--- src/rtl/issue_pkg.sv ---
// Shared types and constants for the issue unit: result-bus owner encoding,
// default unit latencies and the depth of the CDB reservation table.
package issue_pkg;

    typedef enum logic [1:0] {
        OWN_INT  = 2'd0,
        OWN_MEM  = 2'd1,
        OWN_MULT = 2'd2,
        OWN_DIV  = 2'd3
    } owner_e;

    localparam int TABLE_DEPTH  = 7;
    localparam int SLOT_W       = $clog2(TABLE_DEPTH + 1);
    localparam int N_UNITS      = 4;

    localparam int DEF_INT_LAT  = 1;
    localparam int DEF_MEM_LAT  = 3;
    localparam int DEF_MULT_LAT = 4;
    localparam int DEF_DIV_LAT  = 7;

    typedef struct packed {
        logic   valid;
        owner_e owner;
    } slot_t;

    function automatic slot_t make_slot(input logic valid, input owner_e owner);
        slot_t s;
        s.valid = valid;
        s.owner = owner;
        return s;
    endfunction

endpackage

--- src/rtl/issue_unit_slot_table.sv ---
// cdb_slot_table: shifting CDB reservation table. Slot k describes the result
// bus k cycles from now; slot 1 drains into the registered CDB outputs.
module cdb_slot_table
    import issue_pkg::*;
(
    input  logic              clk,
    input  logic              rst,
    input  logic              i_rsv_valid,
    input  logic [SLOT_W-1:0] i_rsv_slot,
    input  owner_e            i_rsv_owner,
    input  logic [SLOT_W-1:0] i_look_slot [N_UNITS],
    output logic              o_look_busy [N_UNITS],
    output logic              o_cdb_valid,
    output owner_e            o_cdb_owner
);

    slot_t r_slot [1:TABLE_DEPTH];
    slot_t w_rsv;

    assign w_rsv = make_slot(1'b1, i_rsv_owner);

    // A reservation for slot L lands in slot L-1 after this edge's shift.
    always_ff @(posedge clk or posedge rst) begin
        if (rst) begin
            o_cdb_valid <= 1'b0;
            o_cdb_owner <= OWN_INT;
            for (int k = 1; k <= TABLE_DEPTH; k++) begin
                r_slot[k] <= '0;
            end
        end else begin
            if (i_rsv_valid && i_rsv_slot == SLOT_W'(1)) begin
                o_cdb_valid <= 1'b1;
                o_cdb_owner <= i_rsv_owner;
            end else begin
                o_cdb_valid <= r_slot[1].valid;
                o_cdb_owner <= r_slot[1].owner;
            end
            for (int k = 1; k < TABLE_DEPTH; k++) begin
                if (i_rsv_valid && i_rsv_slot == SLOT_W'(k + 1)) begin
                    r_slot[k] <= w_rsv;
                end else begin
                    r_slot[k] <= r_slot[k + 1];
                end
            end
            r_slot[TABLE_DEPTH] <= '0;
        end
    end

    always_comb begin
        for (int n = 0; n < N_UNITS; n++) begin
            o_look_busy[n] = 1'b0;
            for (int k = 1; k <= TABLE_DEPTH; k++) begin
                if (i_look_slot[n] == SLOT_W'(k)) begin
                    o_look_busy[n] = r_slot[k].valid;
                end
            end
        end
    end

endmodule

--- src/rtl/issue_unit.sv ---
// issue_unit: single-issue arbiter over int/mem/mult/div queues with a
// collision-free CDB reservation table. ISSUE_RR_EN enables int/mem round-robin.
module issue_unit
    import issue_pkg::*;
#(
    parameter int INT_LAT  = DEF_INT_LAT,
    parameter int MEM_LAT  = DEF_MEM_LAT,
    parameter int MULT_LAT = DEF_MULT_LAT,
    parameter int DIV_LAT  = DEF_DIV_LAT
) (
    input  logic       clk,
    input  logic       rst,
    input  logic       int_ready,
    input  logic       mem_ready,
    input  logic       mult_ready,
    input  logic       div_ready,
    output logic       int_issue,
    output logic       mem_issue,
    output logic       mult_issue,
    output logic       div_issue,
    output logic       cdb_valid,
    output logic [1:0] cdb_owner,
    output logic       div_busy
);

    logic [SLOT_W-1:0] w_look_slot [N_UNITS];
    logic              w_look_busy [N_UNITS];
    logic              w_elig_int, w_elig_mem, w_elig_mult, w_elig_div;
    logic              w_gnt_int, w_gnt_mem, w_gnt_mult, w_gnt_div;
    logic              w_rsv_valid;
    logic [SLOT_W-1:0] w_rsv_slot;
    owner_e            w_rsv_owner;
    owner_e            w_cdb_owner;
    logic [2:0]        r_div_cnt;

    assign w_look_slot[OWN_INT]  = SLOT_W'(INT_LAT);
    assign w_look_slot[OWN_MEM]  = SLOT_W'(MEM_LAT);
    assign w_look_slot[OWN_MULT] = SLOT_W'(MULT_LAT);
    assign w_look_slot[OWN_DIV]  = SLOT_W'(DIV_LAT);

    assign div_busy    = (r_div_cnt != 3'd0);
    assign w_elig_int  = int_ready  && !w_look_busy[OWN_INT];
    assign w_elig_mem  = mem_ready  && !w_look_busy[OWN_MEM];
    assign w_elig_mult = mult_ready && !w_look_busy[OWN_MULT];
    assign w_elig_div  = div_ready  && !w_look_busy[OWN_DIV] && !div_busy;

`ifdef ISSUE_RR_EN
    logic r_rr_mem;  // 1 = mem favoured on the next int/mem tie
`endif

    always_comb begin
        w_gnt_int  = 1'b0;
        w_gnt_mem  = 1'b0;
        w_gnt_mult = 1'b0;
        w_gnt_div  = 1'b0;
        if (!rst) begin
            if (w_elig_div) begin
                w_gnt_div = 1'b1;
            end else if (w_elig_mult) begin
                w_gnt_mult = 1'b1;
            end else if (w_elig_int && w_elig_mem) begin
`ifdef ISSUE_RR_EN
                w_gnt_int = !r_rr_mem;
                w_gnt_mem = r_rr_mem;
`else
                w_gnt_int = 1'b1;
`endif
            end else begin
                w_gnt_int = w_elig_int;
                w_gnt_mem = w_elig_mem;
            end
        end
    end

    assign int_issue  = w_gnt_int;
    assign mem_issue  = w_gnt_mem;
    assign mult_issue = w_gnt_mult;
    assign div_issue  = w_gnt_div;

    always_comb begin
        w_rsv_valid = w_gnt_int | w_gnt_mem | w_gnt_mult | w_gnt_div;
        w_rsv_slot  = w_look_slot[OWN_INT];
        w_rsv_owner = OWN_INT;
        if (w_gnt_div) begin
            w_rsv_slot  = w_look_slot[OWN_DIV];
            w_rsv_owner = OWN_DIV;
        end else if (w_gnt_mult) begin
            w_rsv_slot  = w_look_slot[OWN_MULT];
            w_rsv_owner = OWN_MULT;
        end else if (w_gnt_mem) begin
            w_rsv_slot  = w_look_slot[OWN_MEM];
            w_rsv_owner = OWN_MEM;
        end
    end

    always_ff @(posedge clk or posedge rst) begin
        if (rst) begin
            r_div_cnt <= 3'd0;
        end else if (w_gnt_div) begin
            r_div_cnt <= 3'(DIV_LAT - 1);
        end else if (r_div_cnt != 3'd0) begin
            r_div_cnt <= r_div_cnt - 3'd1;
        end
    end

`ifdef ISSUE_RR_EN
    always_ff @(posedge clk or posedge rst) begin
        if (rst) begin
            r_rr_mem <= 1'b0;
        end else if (w_gnt_int) begin
            r_rr_mem <= 1'b1;
        end else if (w_gnt_mem) begin
            r_rr_mem <= 1'b0;
        end
    end
`endif

    cdb_slot_table u_table (
        .clk         (clk),
        .rst         (rst),
        .i_rsv_valid (w_rsv_valid),
        .i_rsv_slot  (w_rsv_slot),
        .i_rsv_owner (w_rsv_owner),
        .i_look_slot (w_look_slot),
        .o_look_busy (w_look_busy),
        .o_cdb_valid (cdb_valid),
        .o_cdb_owner (w_cdb_owner)
    );

    assign cdb_owner = w_cdb_owner;

endmodule

--- config.mk ---
export PLATFORM = sky130hd
export DESIGN_NAME = issue_unit
export DESIGN_NICKNAME = d
export VERILOG_FILES = /design/src/rtl/issue_pkg.sv /design/src/rtl/issue_unit_slot_table.sv /design/src/rtl/issue_unit.sv
export SDC_FILE = /design/constraint.sdc
export NUM_CORES = 1
export LEC_CHECK = 0
export BUFFER_PORTS_ARGS = -buffer_cell sky130_fd_sc_hd__buf_2
export CORE_MARGIN = 3
export CORE_UTILIZATION = 61
export CTS_BUF_LIST = sky130_fd_sc_hd__clkbuf_4 sky130_fd_sc_hd__clkbuf_8 sky130_fd_sc_hd__clkbuf_16
export CTS_CLUSTER_DIAMETER = 120
export CTS_CLUSTER_SIZE = 8
export DETAILED_ROUTE_END_ITERATION = 8
export PLACE_DENSITY = 0.8
export SYNTH_ARGS = -nofsm -noshare
export SYNTH_HDL_FRONTEND = slang
export SYNTH_HIERARCHICAL = 1
export SYNTH_SLANG_ARGS = --single-unit
--- constraint.sdc ---
create_clock -name clk -period 6.7 [get_ports clk]
set_input_delay 1.34 -clock clk [delete_from_list [all_inputs] [get_ports clk]]
set_output_delay 1.34 -clock clk [all_outputs]
set_load 0.05 [all_outputs]
==> results of run 1 <==
power by group through the flow:
stage / clock, W / sequential, W / combinational [W]
2_1_floorplan: 0 / 0.000179 / 0.0000866
3_3_place_gp: 0 / 0.000173 / 0.000111
3_5_place_dp: 0 / 0.000174 / 0.000116
4_1_cts: 0.0000736 / 0.000171 / 0.000118
5_1_grt: 0.0000805 / 0.000174 / 0.000130
6_report: 0.0000716 / 0.000171 / 0.000117
critical path, cell delays in order:
cell     delay (ns)
buf_2          0.14
inv_1          0.15
o21ai_1        0.13
nor3_1         0.20
buf_2          0.29
sequential cells by signal (all words and copies together) (netlist names):
register             count
r_div_cnt                3
u_table/o_cdb_valid      1
u_table/r_slot          18
u_table/o_cdb_owner      2
placed cells by master (no fill, tap or decap), drive strengths merged, types with 6 or more instances in the layout:
cell type and instances:
buf 13, nand2 6, a21oi 6, nand2b 8, dfrtp 24, mux2 16, mux2i 6, nor2 7
nor2b 6, conb 40
stage by stage:
step / cell area [µm²] / setup WS (ns)
2_1_floorplan: 1460 / 2.69
3_3_place_gp: 1560 / 3.16
3_5_place_dp: 1560 / 3.11
4_1_cts: 1600 / 3.11
5_1_grt: 1600 / 3.03
6_report: 1600 / 3.10
layer usage:
layer / up-vias / wire length (µm) / share of wire
met5: - / 0 / 0
met4: 0 / 14 / 0.0059
met3: 2 / 55 / 0.023
met2: 14 / 1300 / 0.55
met1: 466 / 1000 / 0.42
li1: 487 / - / -
cell type report:
| type | instances | area, µm² |
|---|---|---|
| multi-input combinational | 124 | 841 |
| clock buffer | 4 | 36.3 |
| sequential | 24 | 601 |
| timing repair buffer | 13 | 65.1 |
| fill | 135 | 407 |
| tap | 27 | 33.8 |
| inverter | 5 | 18.8 |
synthesized netlist by cell type, types with 2 or more instances:
master,count
a21oi_1,6
a221oi_2,4
and2_1,2
and4bb_1,2
conb_1,2
dfrtp_1,24
ha_1,2
inv_1,4
mux2_1,2
mux2_2,8
mux2_4,6
mux2i_1,6
nand2_1,6
nand2b_1,8
nand4b_1,3
nor2_1,7
nor2b_1,5
o21ai_1,2
o22a_1,4
or2_2,3
logic make-up after synthesis:
group                    count (synthesis)
AO/OA/AOI/OAI                           19
multiplexers                            22
other                                    2
adder cells (fa/ha/maj)                  2
buffers and inverters                    5
flip-flops                              24
AND/OR/NAND/NOR                         41
final timing paths:
check	start	end	slack, ns	cells after the start
worst max register to register	u_table/r_slot[14]	u_table/r_slot[19]	3.74	8
worst min-delay path	u_table/r_slot[16]	u_table/r_slot[19]	0.47	1
worst min register to register	u_table/r_slot[16]	u_table/r_slot[19]	0.47	1
min in group asynchronous	rst	r_div_cnt[0]	0.97	2
max in group asynchronous	rst	u_table/o_cdb_owner[1]	5.01	2
worst max-delay path	rst	int_issue	3.10	5
==> flow_summary.json, run 1 <==
{
  "fin_util": 0.797,
  "fp.dieArea_um2": 2750,
  "synth_area_um2": 1320,
  "fmax_mhz": 278,
  "grt_util_all_layers": 0.198,
  "synth.area.top_cells": "dfrtp_1 (46%), mux2_2 (6.8%), mux2_4 (6.8%)",
  "ant_nets": 0,
  "cts_root_buffer": "clkbuf_4",
  "required_ns": 5.36,
  "synth_cells": 115,
  "relSlewSlack": 0.404,
  "top_usage_layer": "met2",
  "rsz0062_at_grt": "false",
  "final_cells": 197,
  "leakage_nw": 0.856,
  "numPlacedInstances": 193,
  "switching_share": 0.341,
  "end_kind": "primary output",
  "hold_buffers": 0,
  "cts_tree": "done",
  "tightest_slew_ns": 0.894,
  "p_int_w": 0.000237,
  "clock_sinks": 24,
  "use_met2": 0.357,
  "nNetsFinal": 179,
  "ys_warn_count": 6,
  "grt_pass1_vias": 910,
  "synthSimpleGateAreaFrac": 0.189,
  "grt_util_met3": 0.0171,
  "fin_crit_sh": 0.538,
  "hpwl_um": 1900,
  "place_congestion": 0.678,
  "antennaDiodeCount": 0,
  "die_h_um": 52.5,
  "drc": 0,
  "clk_pin_slew_ns": 0.12,
  "clock_latency_ns": 0.30,
  "numCtsBuffers": 3,
  "post_drt_wl_per_cell_um": 12.0,
  "ys_seq_elements": 24,
  "overflow": 0,
  "synth_edf_count": 0,
  "drt-initial-drc-count": 13,
  "p_comb_frac": 0.326,
  "powerDensity_nw_per_um2": 226,
  "synth_xor_area_frac": 0,
  "startpoint_type": "input port",
  "vias": 969,
  "viasPerCell": 4.92,
  "cts_resized": 0,
  "hold_viol": 0,
  "drive_gt1_frac": 0.241,
  "portBuffers": 13,
  "p_clk_frac": 0.199,
  "ys_seq_area_frac": 0.456,
  "min_period_ns": 3.60,
  "yosysUniqueCellTypes": 29,
  "gr-usage-met1": 0.252,
  "area_delta_synth_final_pct": 21.1,
  "max-vdd-ir-drop_uv": 195,
  "p_switching_w": 0.000123,
  "avgSynthCellArea_um2": 11.5,
  "slew_violations": 0,
  "fin_tns_setup_ns": 0,
  "die_w_um": 52.5,
  "seq_power_share": 0.475,
  "cp_max_fo": 8,
  "cap_violations": 0,
  "hold-worst-slack_ns": 0.470,
  "first_pass_iters": 4,
  "start_util": 0.658,
  "synth_top_area_share": 0.456,
  "grt_max_degree": 22,
  "synthMuxAreaShare": 0.199,
  "num_rows": 16,
  "core-area_um2": 2000,
  "h-tree-depth": 1,
  "run_status": "finished clean",
  "synth_compound_area_frac": 0.117,
  "antenna_found_initial": 0,
  "synth_flop_cell": "dfrtp_1",
  "setup_viol": 0,
  "synth-async-reset-ratio": 1.00,
  "worst-endpoint-arrival_ns": 2.26,
  "critical_path_class": "in2out",
  "clock_path_buffers": 2,
  "synth_top_family_by_area": "multiplexers",
  "synth.largest_area_cell": "dfrtp_1",
  "finClkSkew_ns": 0.00398,
  "grt_pass1_wl_um": 3970,
  "total_power_w": 0.000360,
  "hold_class": "reg2reg",
  "routed_wl_um": 2370,
  "post_cts_buffers": 0,
  "synth_fa_ha_area_frac": 0.0190,
  "ios": 14
}
Power figures use the tool's default switching activity.
==> run 2, diff against run 1 <==
ABC_AREA = 1   (was default)
CORE_UTILIZATION = 52   (was 61)
PLACE_DENSITY = 0.72   (was 0.8)
clock period = 3.1 ns   (was 6.7 ns; I/O delays follow)
==> run 2 against run 1 <==
Non-clock buffer count unchanged. Combinational power rose to 2.7 times the previous value. Sequential power increased by 110%. Critical path depth rose by 5. Register-to-register slack worse by 2.5 ns. Total power is 130% higher.
==> flow_summary.json, run 2 <==
{
  "avgSynthCellArea_um2": 7.03,
  "post_cts_buffers": 0,
  "synth-async-reset-ratio": 1.00,
  "cp_max_fo": 5,
  "clock_path_buffers": 2,
  "overflow": 0,
  "grt_pass1_vias": 1014,
  "p_comb_frac": 0.393,
  "run_status": "finished clean",
  "p_int_w": 0.000491,
  "leakage_nw": 1.08,
  "ys_seq_area_frac": 0.425,
  "startpoint_type": "flip-flop",
  "core-area_um2": 2520,
  "final_cells": 281,
  "top_register": "u_table/r_slot",
  "reg2reg_from": "u_table/r_slot[20]",
  "synth.largest_area_cell": "dfrtp_1",
  "switching_share": 0.397,
  "synth_top_area_share": 0.425,
  "p_switching_w": 0.000324,
  "antennaDiodeCount": 0,
  "worst-endpoint-arrival_ns": 1.76,
  "die_h_um": 58.1,
  "slew_violations": 0,
  "critical_path_class": "reg2out",
  "finClkSkew_ns": 0.00389,
  "crit_chain": "inv_1, nand2_1, nand3_1, nand2_1, nand2_1, inv_1, inv_1, nand3_1, nor2_1, buf_2",
  "layout_setup_ws_ns": 0.723,
  "cts_tree": "done",
  "clock_sinks": 24,
  "powerDensity_nw_per_um2": 489,
  "r2r_slack_ns": 1.20,
  "end_kind": "primary output",
  "synth_edf_count": 0,
  "setup_viol": 0,
  "drive_gt1_frac": 0.135,
  "nFillCells": 245,
  "startpoint": "u_table/r_slot[11]",
  "place_congestion": 0.818,
  "start_util": 0.560,
  "fp.dieArea_um2": 3380,
  "h-tree-depth": 1,
  "ys_warn_count": 6,
  "hpwl_um": 1930,
  "multiInputGateArea_um2": 757,
  "numCtsBuffers": 3,
  "fmax_mhz": 421,
  "viasPerCell": 4.20,
  "hold_class": "in2async",
  "synth_commonest_cells": "nand2_1 (65), inv_1 (43), dfrtp_1 (24)",
  "yosysMostFrequentCell": "nand2_1",
  "ios": 14,
  "numPlacedInstances": 278,
  "reg_top3": "u_table/r_slot x18, r_div_cnt x3, u_table/o_cdb_owner x2",
  "hold_viol": 0,
  "tightest_slew_ns": 0.778,
  "relSlewSlack": 0.481,
  "cts_root_buffer": "clkbuf_4",
  "ys_seq_elements": 24,
  "die_w_um": 58.1,
  "largest_reg_flops": 18,
  "fin_tns_setup_ns": 0,
  "synth_cells": 201,
  "grt_util_all_layers": 0.155,
  "drc": 0,
  "clock_latency_ns": 0.30,
  "grt_max_degree": 22,
  "synth_area_um2": 1410,
  "antenna_found_initial": 0,
  "rr_worst_depth": 16,
  "cpMaxStageDelayCell": "dfrtp_1",
  "area_delta_synth_final_pct": 17.9,
  "layout_commonest_cell": "nand2_1",
  "synth_flop_cell": "dfrtp_1",
  "nNetsFinal": 261,
  "rsz0062_at_grt": "false",
  "seq_power_share": 0.450,
  "place_ws_ns": 1.01,
  "fin_crit_sh": 0.767,
  "p_clk_frac": 0.156,
  "portBuffers": 13,
  "routed_wl_um": 2350,
  "first_pass_iters": 4,
  "ant_nets": 0,
  "min_period_ns": 2.38,
  "cp_slowest_stage_delay_ns": 0.38,
  "num_rows": 18,
  "vias": 1181,
  "grt_pass1_wl_um": 4050,
  "required_ns": 2.48,
  "hold_buffers": 0,
  "post_drt_wl_per_cell_um": 8.38,
  "synth.area.top_cells": "dfrtp_1 (43%), nand2_1 (17%), inv_1 (11%)",
  "final_cell_mix": "nand2_1 (65), inv_1 (43), conb_1 (36), dfrtp_1 (24), nand3_1 (14)",
  "cap_violations": 0,
  "drt-initial-drc-count": 24,
  "max-vdd-ir-drop_uv": 432,
  "layout.area.seq_um2": 601,
  "cts_resized": 0,
  "total_power_w": 0.000815,
  "yosysUniqueCellTypes": 20,
  "clk_pin_slew_ns": 0.11,
  "r2r-end": "u_table/o_cdb_owner[0]"
}
==> run 2: cell count changes in the layout (fill, tap and decap cells not counted), sizes merged, moves of 8 or more <==
cell    previous run  this run
mux2              16         0
nand2b             8         0
nand2              6        71
o21ai              3        17
nand3              1        16
inv                5        46
nor2               7        17
==> run 2: stage by stage <==
stage	hold WS [ns]	util	cell area, µm²
5_1_grt	0.168	0.660	1670
4_1_cts	0.177	0.660	1670
3_5_place_dp	0.442	0.651	1640
2_1_floorplan	0.371	-	1540
6_report	0.192	0.660	1670
3_3_place_gp	0.431	0.651	1640
==> run 2: kinds of logic (layout without fill, tap and decap cells) <==
family,after synthesis,in the layout,synth area share
buffers and inverters,48,64,0.129
other,2,36,0.00532
AO/OA/AOI/OAI,17,17,0.0629
adder cells (fa/ha/maj),2,2,0.0177
AND/OR/NAND/NOR,107,107,0.353
flip-flops,24,24,0.425
XOR/XNOR,1,1,0.00620
==> run 2: critical path, delay by kind of cell (launching register included) <==
kind / cells / cell delay (ns)
AND/OR/NAND/NOR: 6 / 0.56
buffers and inverters: 4 / 0.52
flip-flops: 1 / 0.38
==> run 2: layout make-up <==
| type | count | share of cell area |
|---|---|---|
| multi-input cells | 163 | 0.455 |
| flip-flops and latches | 24 | 0.361 |
| inverters | 48 | 0.110 |
| repair buffers | 13 | 0.0391 |
| well taps | 30 | 0.0225 |
| clock buffers | 3 | 0.0135 |
==> run 2: worst max path at each step <==
stage,to,slack [ns]
floorplan,int_issue,0.55
global placement,mult_issue,1.02
detailed placement,mult_issue,1.01
CTS,mult_issue,0.69
global route,mult_issue,0.52
finish,mult_issue,0.72
==> run 2: layer usage <==
layer  vias up  routed length [µm]  share of wire  global-route usage
met5         -                   0              0                   0
met3         4                  87          0.037              0.0401
li1        659                   -              -                   -
met4         0                  19         0.0081              0.0298
met1       504                1060           0.45               0.190
met2        14                1180           0.50               0.276
==> run 2: power by group through the flow <==
stage          sequential [W]  clock, W  combinational [W]
2_1_floorplan        0.000391         0           0.000245
3_3_place_gp         0.000372         0           0.000317
3_5_place_dp         0.000374         0           0.000323
4_1_cts              0.000368  0.000137           0.000324
5_1_grt              0.000371  0.000150           0.000363
6_report             0.000367  0.000127           0.000321
